**src/rtl/pipe_mux_nx1.sv**
```systemverilog
// Registered NUM_IN:1 channel mux with valid/ready handshake; out-of-range selects yield zero with sel_err.
// Define PIPE_MUX_SKID_EN to add a one-entry skid register so in_ready no longer depends on out_ready.
module pipe_mux_nx1 #(
   parameter int WIDTH  = 64,
   parameter int NUM_IN = 3,
   localparam int SEL_W = (NUM_IN > 2) ? $clog2(NUM_IN) : 1
) (
   input  logic                    clk,
   input  logic                    reset,
   input  logic [NUM_IN*WIDTH-1:0] in_data,
   input  logic [SEL_W-1:0]        sel,
   input  logic                    in_valid,
   output logic                    in_ready,
   output logic [WIDTH-1:0]        out_data,
   output logic                    out_valid,
   input  logic                    out_ready,
   output logic                    sel_err
);

   logic [WIDTH-1:0] chan [NUM_IN];
   logic [WIDTH-1:0] pick_data;
   logic             pick_err;

   genvar gi;
   generate
      for (gi = 0; gi < NUM_IN; gi++) begin : g_chan
         assign chan[gi] = in_data[gi*WIDTH +: WIDTH];
      end
   endgenerate

   // Any select value with no matching channel falls through to zero data and the error flag.
   always_comb begin
      pick_data = '0;
      pick_err  = 1'b1;
      for (int k = 0; k < NUM_IN; k++) begin
         if (sel == SEL_W'(k)) begin
            pick_data = chan[k];
            pick_err  = 1'b0;
         end
      end
   end

`ifdef PIPE_MUX_SKID_EN
   typedef enum logic [1:0] {ST_EMPTY, ST_ONE, ST_TWO} state_t;
`else
   typedef enum logic {ST_EMPTY, ST_ONE} state_t;
`endif

   state_t           state_reg, state_next;
   logic [WIDTH-1:0] data_reg, data_next;
   logic             err_reg, err_next;
   logic             accept, drain;

`ifdef PIPE_MUX_SKID_EN
   logic [WIDTH-1:0] skid_data_reg, skid_data_next;
   logic             skid_err_reg, skid_err_next;

   // Only registered state feeds in_ready, breaking the out_ready -> in_ready path.
   assign in_ready = !reset && (state_reg != ST_TWO);
`else
   assign in_ready = !reset && (!out_valid || out_ready);
`endif

   assign out_valid = (state_reg != ST_EMPTY);
   assign out_data  = data_reg;
   assign sel_err   = err_reg;
   assign accept    = in_valid && in_ready;
   assign drain     = out_valid && out_ready;

   always_comb begin
      state_next = state_reg;
      data_next  = data_reg;
      err_next   = err_reg;
`ifdef PIPE_MUX_SKID_EN
      skid_data_next = skid_data_reg;
      skid_err_next  = skid_err_reg;
`endif
      case (state_reg)
         ST_EMPTY: begin
            if (accept) begin
               state_next = ST_ONE;
               data_next  = pick_data;
               err_next   = pick_err;
            end
         end
         ST_ONE: begin
            if (accept && drain) begin
               data_next = pick_data;
               err_next  = pick_err;
            end
`ifdef PIPE_MUX_SKID_EN
            else if (accept) begin
               state_next     = ST_TWO;
               skid_data_next = pick_data;
               skid_err_next  = pick_err;
            end
`endif
            else if (drain) begin
               state_next = ST_EMPTY;
            end
         end
`ifdef PIPE_MUX_SKID_EN
         ST_TWO: begin
            if (drain) begin
               state_next = ST_ONE;
               data_next  = skid_data_reg;
               err_next   = skid_err_reg;
            end
         end
`endif
         default: state_next = ST_EMPTY;
      endcase
   end

   always_ff @(posedge clk) begin
      if (reset) begin
         state_reg <= ST_EMPTY;
         data_reg  <= '0;
         err_reg   <= 1'b0;
      end else begin
         state_reg <= state_next;
         data_reg  <= data_next;
         err_reg   <= err_next;
      end
   end

`ifdef PIPE_MUX_SKID_EN
   always_ff @(posedge clk) begin
      if (reset) begin
         skid_data_reg <= '0;
         skid_err_reg  <= 1'b0;
      end else begin
         skid_data_reg <= skid_data_next;
         skid_err_reg  <= skid_err_next;
      end
   end
`endif

endmodule

```
**config.mk**
```make
export PLATFORM = sky130hd
export DESIGN_NAME = pipe_mux_nx1
export DESIGN_NICKNAME = d
export VERILOG_FILES = /design/src/rtl/pipe_mux_nx1.sv
export SDC_FILE = /design/constraint.sdc
export NUM_CORES = 1
export LEC_CHECK = 0
export BUFFER_PORTS_ARGS = -buffer_cell sky130_fd_sc_hd__clkbuf_2
export CORE_ASPECT_RATIO = 2
export CORE_MARGIN = 4
export CORE_UTILIZATION = 40
export CTS_CLUSTER_DIAMETER = 50
export DETAILED_ROUTE_END_ITERATION = 12
export PLACE_DENSITY = 0.82
export RECOVER_POWER = 50
export SLEW_MARGIN = 0
export SYNTH_ARGS = -nofsm -noshare
export SYNTH_HDL_FRONTEND = slang
export SYNTH_SLANG_ARGS = --single-unit
export TNS_END_PERCENT = 100
```
**constraint.sdc**
```tcl
create_clock -name clk -period 1.2 [get_ports clk]
set_input_delay 0.18 -clock clk [delete_from_list [all_inputs] [get_ports clk]]
set_output_delay 0.18 -clock clk [all_outputs]
set_load 0.005 [all_outputs]
```
* Yosys cells after proc, flatten, opt, wreduce, memory -nomap -nowiden
Index checks and enable logic that the tools add are counted.
** Word-level totals
- Latch bits :: 0
- Logic and storage cells :: 33
- Bits in writable memories :: 0
- Input bits :: 198
- Output and inout port bits :: 67
- Memories kept :: 0
- Register bits after elaboration :: 66
- Memory bits (read-only) :: 0
** Operators by class
- Bitwise gates (word level) :: 1
- $mul :: 0
- Magnitude comparators :: 0
- Divide/modulo/power cells :: 0
- Shifts and indexed selects :: 0
- Reductions and logical operators :: 9
- Equality and inequality tests :: 4
- Add/sub/neg operators :: 0
- Muxes and demuxes :: 16
** Operator list (count)
- 2-to-1 mux 64 bit :: 5
- case mux 64 bit (2 select lines) :: 1
- 2-to-1 mux 1 bit :: 8
- logical AND 1 bit :: 4
- case mux 1 bit (2 select lines) :: 2
- == test 2 x 1 -> 1 bit (second input constant) :: 1
- == test 2 bit (second input constant) :: 1
- zero test 1 bit :: 2
- zero test 2 bit :: 1
- != test 2 x 1 -> 1 bit (second input constant) :: 1
- != test 2 bit (second input constant) :: 1
- AND reduction 2 bit :: 1
- logical OR 1 bit :: 1
- inverter 1 bit :: 1

* Longest topological paths before layout
Gate-level depths: netlist of run 1.
- Depth after elaboration :: 7
- Mapped depth :: 5
- Gate-level depth less buffers :: 3

* Least setup slack after synthesis of run 1
No wires, ideal clock.
- Path kind :: register to register
- Start point :: register state_reg (netlist: out_valid)
- End point :: register data_reg[0] (netlist: out_data[0])
- Buffers on the path :: 1
- Data required time :: 1128 ps
- Setup slack :: 93 ps
- Clock period less this slack :: 1107 ps
- Arrival time :: 1036 ps
- Setup time :: 72 ps
- Stages on the path, launching flop included :: 5
- Path through :: dfxtp_1 nand2b_1 nand2_4 buf_2 mux2i_1
** On the way
- Cells in the longest elaborated chain, start to end :: 7
- Elaborated cells between the ends (all ways) :: 11
- Those cells by class :: 2 x eq/ne; 1 x mux; 1 x bitwise; 7 x reduce/logical
** RTL lines
- start: declaration :: RTL line 49 : state_t state_reg, state_next;
- start signal: assignment :: RTL line 121 : state_reg <= state_next;
- zero test 1 bit :: RTL line 61 : assign in_ready = !reset && (!out_valid || out_ready);
- logical OR 1 bit :: RTL line 61
- logical AND 1 bit :: RTL line 61
- logical AND 1 bit :: RTL line 67 : assign accept = in_valid && in_ready;
- logical AND 1 bit :: RTL line 87 : if (accept && drain) begin
- != test 2 x 1 -> 1 bit (no source line)
- AND reduction 2 bit (no source line)
- end signal: assignment :: RTL line 122 : data_reg <= data_next;
- end: declaration :: RTL line 50 : logic [WIDTH-1:0] data_reg, data_next;
Several ways; a longest one is shown, not always the timed one.
A chain may end at the register's enable or synchronous reset.

* Worst setup path after layout of run 1
- Start point :: register state_reg (netlist: out_valid)
- End point :: output port in_ready
** On the way
- Cells in the longest elaborated chain, start to end :: 3
** RTL lines
- zero test 1 bit :: RTL line 61
- logical OR 1 bit :: RTL line 61
- logical AND 1 bit :: RTL line 61
- end: declaration :: RTL line 13 : output logic in_ready,
Every way passes these cells.

==> metrics.csv, run 1 <==
metric,value,unit
CP Buf/Inv Count,1,
Slew headroom,0.798,
Clock transition at path regs,0.05,ns
die extent in y,147,um
CTS tree,yes,
Mapped Cells,367,
Synth top area share,0.341,
critical path class,flop to output port,
Detailed Routing Iterations Pass 1,4,
Cell variety after synth,17,
top post-synthesis cells by area,"dfxtp_1, mux2i_1, a2bb2oi_1, nand2b_1, buf_12",
Reg power frac,0.391,
Layout Area Growth over Synthesis,45.5,%
Period minus WS final,1.15,ns
cell area power density,1110,nW/um^2
# setup viols final,0,
Switch Pwr,1570,uW
Worst Tran Pin Value,0.303,ns
Die X,77.6,um
"commonest non-fill, non-tap cells in the layout","clkbuf_2, mux2i_1, nand2b_1, dfxtp_1, a2bb2oi_1",
Async SR Flop Fraction,0,
standard-cell rows,50,
CP max-delay cell,dfxtp_2,
"Largest delay share family, worst path",flip-flops,
Max Clock Freq,0.873,GHz
crit end category,output port,
floorplan core area,9450,um^2
register area,1320,um^2
CP Data Arrival Time,0.97,ns
crit-path max FO,3,
Hold Crit Class,input pin to flop,
Switching Fraction,0.252,
proportion of layout cells with a drive suffix above 1,0.478,
Multi-input gate area,2330,um^2
routability cong.,0.890,
routed len/inst,16.3,um
Total GRT Usage,0.206,
Pleak,0.00317,uW
r2r setup slk,0.07,ns
Fin. Hold Viols,0,
synthesized area,3880,um^2
CP Launch Type,flop,
CP cell instances,nor2b_4 > nor2_1 > buf_2,
ys flop type,dfxtp_1,
ANT nets after route,0,
number of synthesized flops with an enable pin,0,
synthesized area per cell,10.6,um^2
DR vias,3791,
"most common cell after layout, fill and taps aside",clkbuf_2,
Post-DP Area,5350,um^2
DRC Markers,0,
overflow left after global routing,0,
initial antenna violation count,0,
Final Skew,0.00606,ns
Sink Count,66,
#FFs+latches synth,66,
effective utilization at floorplan,0.411,
cts bufs inserted,9,
peak supply drop,0.000761,V
CTS root buffer,clkbuf_16,
# port buffers,264,
Final Cell Area,5640,um^2
dpl hpwl,9880,um
fin nets,822,
Detailed Route Iter0 Violations,94,
total detailed-routing wirelength,12300,um
clock power share,0.381,
sequential element share of the synthesized area,0.341,
H-tree Lvls,3,
post-synth top area cell,dfxtp_1,
vias in the first global route,3988,
fin crit share,0.955,
critical path data required time,1.02,ns
first-pass GRT wire length,19000,um
Int Power,4670,uW
worst-case clock buffer depth,2,
total die area,11400,um^2
YS warnings,0,
max incr delay on CP,0.33,ns
Mapped Nets,565,
max-cap violations,0,
status,finished clean,
Pins Over Slew Limit,0,
Antenna diodes,0,
total power,6240,uW
pin count of the biggest net entering global routing,68,
num ports,265,
logic gate share of total power,0.227,
clk_lat worst skew,0.32,ns
fillcell total,808,
vias per cell,5.00,
-- final timing paths --
kind	cells after the start	end	from
worst max-delay path	3	in_ready	out_valid$_SDFF_PP0_
worst min-delay path	3	out_valid$_SDFF_PP0_	in_valid
worst min register to register	2	out_data[1]$_SDFFE_PP0P_	out_data[1]$_SDFFE_PP0P_
worst max register to register	4	out_data[56]$_SDFFE_PP0P_	out_valid$_SDFF_PP0_
-- sequential cells by signal, summed over array words and instances (netlist names) --
name and count:
sel_err 1, out_data 64, out_valid 1
-- metal layers --
layer | share of wire | GRT usage | vias up
li1 | - | - | 1852
met1 | 0.35 | 0.209 | 1754
met2 | 0.56 | 0.388 | 159
met3 | 0.064 | 0.0528 | 26
met4 | 0.028 | 0.0873 | 0
met5 | 0 | 0 | -
-- power groups by stage --
stage	clock network (uW)	logic [uW]	registers [uW]
5_1_grt	2520	1540	2460
6_report	2380	1420	2440
3_5_place_dp	0	1420	2490
4_1_cts	2430	1430	2440
3_3_place_gp	0	1380	2480
2_1_floorplan	0	752	2490
-- tightest hold or removal path, delay by kind of cell --
family	cells	cell delay [ns]
and+or+nand+nor	2	0.11
buffers and inverters	1	0.10
-- what timing repair did --
| action | in CTS | in global routing |
|---|---|---|
| cloned | 0 | 0 |
| hold buffers | 0 | 0 |
| resized for setup | 1 | 3 |
| setup buffers | 0 | 1 |
| pin swaps | 0 | 1 |
| endpoints found under the setup margin | 1 | 14 |
-- Yosys cell counts, types with 2 or more instances --
cell / number
buf_1: 4
dfxtp_1: 66
nand2b_1: 65
a2bb2oi_1: 64
buf_2: 13
mux2i_1: 128
buf_4: 3
clkbuf_1: 8
nor2b_1: 2
nor2_1: 3
buf_12: 5
-- layout make-up --
| type | instances | area share |
|---|---|---|
| Multi-Input combinational cell | 267 | 0.413 |
| Sequential cell | 66 | 0.234 |
| Timing Repair Buffer | 280 | 0.276 |
| Clock buffer | 12 | 0.0455 |
| Tap cell | 130 | 0.0288 |
| Clock inverter | 3 | 0.00266 |
-- per-stage QoR --
| step | hold slack [ns] | setup TNS [ns] | utilization | instances | setup slack [ns] |
|---|---|---|---|---|---|
| floorplan | 0.301 | 0 | - | 367 | 0.0925 |
| global placement | 0.421 | -0.0607 | 0.567 | 742 | -0.0473 |
| detailed placement | 0.437 | -0.475 | 0.567 | 742 | -0.0771 |
| CTS | 0.0990 | 0 | 0.596 | 757 | 0.00647 |
| global route | 0.122 | -0.00922 | 0.597 | 758 | -0.00401 |
| finish | 0.112 | 0 | 0.597 | 758 | 0.0539 |
-- kinds of logic after synthesis --
| kind of cell | share of synthesized area |
|---|---|
| DFF | 0.341 |
| AOI/OAI and AO/OA | 0.148 |
| and+or+nand+nor | 0.118 |
| muxes | 0.330 |
| buffers and inverters | 0.0629 |
(Power assumes the default switching activity.)
==> run 2, diff against run 1 <==
ABC_AREA = 1   (was not set)
PLACE_DENSITY = 0.8   (was 0.82)
SLEW_MARGIN = 20   (was 0)
==> metrics.csv, run 2 <==
metric,value,unit
Pins Over Slew Limit,0,
effective utilization at floorplan,0.409,
top post-synthesis cells by area,"dfxtp_1, nand3_1, nand2_1, nor2_1, inv_1",
crit-path max FO,3,
"commonest non-fill, non-tap cells in the layout","clkbuf_2, nand2_1, nand3_1",
fin crit share,0.924,
CP Launch Type,flop,
DR vias,5240,
routed len/inst,13.1,um
total die area,12100,um^2
Max Clock Freq,0.902,GHz
fin nets,1150,
Hold Crit Class,input pin to flop,
worst min-delay path endpoint,sel_err$_SDFFE_PP0P_,
# port buffers,264,
YS warnings,0,
proportion of layout cells with a drive suffix above 1,0.260,
Die X,79.8,um
Switching Fraction,0.286,
CTS tree,yes,
CP Data Arrival Time,0.93,ns
Detailed Route Iter0 Violations,134,
Pleak,0.00323,uW
number of synthesized flops with an enable pin,0,
routability cong.,0.809,
Final Skew,0.0106,ns
synthesized area per cell,5.80,um^2
Multi-input gate area,2230,um^2
sequential element share of the synthesized area,0.320,
Worst Hold Depth,2,
floorplan core area,10100,um^2
setup TNS,0,ns
overflow left after global routing,0,
ys flop type,dfxtp_1,
critical path class,flop to output port,
Sink Count,66,
DRC Markers,0,
clk_lat worst skew,0.32,ns
Mapped Cells,711,
hold_sp,reset,
Async SR Flop Fraction,0,
cell area power density,1140,nW/um^2
die extent in y,152,um
Worst Tran Pin Value,0.294,ns
"count leader, synth",nand2_1,
Clock transition at path regs,0.05,ns
initial antenna violation count,1,
H-tree Lvls,3,
first-pass GRT wire length,21400,um
DP Cell Count,1076,
commonest cells in the netlist,"nand2_1, nand3_1, nor2_1, inv_1, dfxtp_1",
Int Power,4700,uW
Final WS setup,0.0910,ns
Total GRT Usage,0.224,
fillcell total,1078,
total detailed-routing wirelength,14200,um
register area,1320,um^2
Place WS,0.0451,ns
logic gate share of total power,0.243,
r2r setup slk,0.11,ns
pin count of the biggest net entering global routing,57,
dpl hpwl,10800,um
Period minus WS final,1.11,ns
clock power share,0.369,
synthesized area,4130,um^2
num ports,265,
#FFs+latches synth,66,
Detailed Routing Iterations Pass 1,5,
CTS root buffer,clkbuf_16,
Post-DP Area,5580,um^2
Largest register FFs,64,
vias per cell,4.81,
max-cap violations,0,
RR Endpoint,out_data[55]$_SDFFE_PP0P_,
Switch Pwr,1880,uW
Mapped Nets,909,
Fin. Hold Viols,0,
ANT nets after route,0,
Worst Reg-to-Reg Cells,6,
cts bufs inserted,9,
"most common cell after layout, fill and taps aside",clkbuf_2,
Synth top area share,0.320,
crit end category,output port,
vias in the first global route,4567,
post-synth top area cell,dfxtp_1,
worst-case clock buffer depth,2,
peak supply drop,0.000674,V
# setup viols final,0,
Reg power frac,0.388,
Cell variety after synth,13,
Antenna diodes,0,
standard-cell rows,52,
status,finished clean,
Layout Area Growth over Synthesis,40.4,%
critical path data required time,1.02,ns
Slew headroom,0.804,
Crit Reg-Reg Startpoint,out_valid$_SDFF_PP0_,
Final Cell Area,5790,um^2
Final Non-Filler Cells,1090,
unrepaired setup endpoints after global routing,false,
## run 2: worst max path at each step
stage	from	end	slack (ns)	cells after the start
after detailed placement	sel[0]	out_data[29]$_SDFFE_PP0P_	0.05	6
after global routing	out_valid$_SDFF_PP0_	out_data[20]$_SDFFE_PP0P_	0.005	6
final	out_valid$_SDFF_PP0_	in_ready	0.09	2
after global placement	sel[0]	out_data[29]$_SDFFE_PP0P_	0.05	6
after floorplan	out_valid$_SDFF_PP0_	out_data[0]$_SDFFE_PP0P_	0.11	7
after CTS	out_valid$_SDFF_PP0_	out_data[55]$_SDFFE_PP0P_	0.07	6
## run 2: final cells by class
class	count	area share
flip-flops and latches	66	0.228
clock inverters	2	0.00216
repair buffers	283	0.265
multi-input cells	522	0.385
well taps	135	0.0292
inverters	70	0.0454
clock buffers	12	0.0460
## run 2: through the flow
step,power (uW),hold WS [ns],util
after floorplan,3450,0.249,-
after global routing,6980,0.0826,0.574
after CTS,6720,0.0629,0.581
final,6580,0.0794,0.574
after global placement,4220,0.414,0.553
after detailed placement,4250,0.414,0.553
## run 2: worst max-delay path, cell delays in order (launching register included)
cell and delay, ns:
dfxtp_1 0.32, a21oi_1 0.15, clkbuf_2 0.13
## run 2: logic make-up (layout without fill, tap and decap cells)
logic type,count (synthesis),count (layout),share of synthesized area
simple gates,520,520,0.534
buf+inv,123,367,0.143
flops,66,66,0.320
compound gates,2,2,0.00243
## run 2: power groups by stage
| stage | logic (uW) | clock network (uW) | registers [uW] |
|---|---|---|---|
| 6_report | 1600 | 2430 | 2550 |
| 5_1_grt | 1800 | 2600 | 2580 |
| 4_1_cts | 1660 | 2510 | 2550 |
| 3_5_place_dp | 1650 | 0 | 2600 |
| 3_3_place_gp | 1630 | 0 | 2590 |
| 2_1_floorplan | 841 | 0 | 2610 |
## run 2: layer usage
| layer | part of all wire | wire, um | global-route usage | vias up |
|---|---|---|---|---|
| met2 | 0.53 | 7560 | 0.425 | 216 |
| li1 | - | - | - | 2697 |
| met4 | 0.026 | 376 | 0.0871 | 2 |
| met5 | 0.0013 | 19 | 0 | - |
| met1 | 0.37 | 5300 | 0.237 | 2300 |
| met3 | 0.070 | 992 | 0.0444 | 25 |
## run 2: what timing repair did
item                       4_1_cts  5_1_grt
hold buffers                     0        0
buffers inserted                 0        0
resized for setup                0        1
setup endpoints to repair        0        9
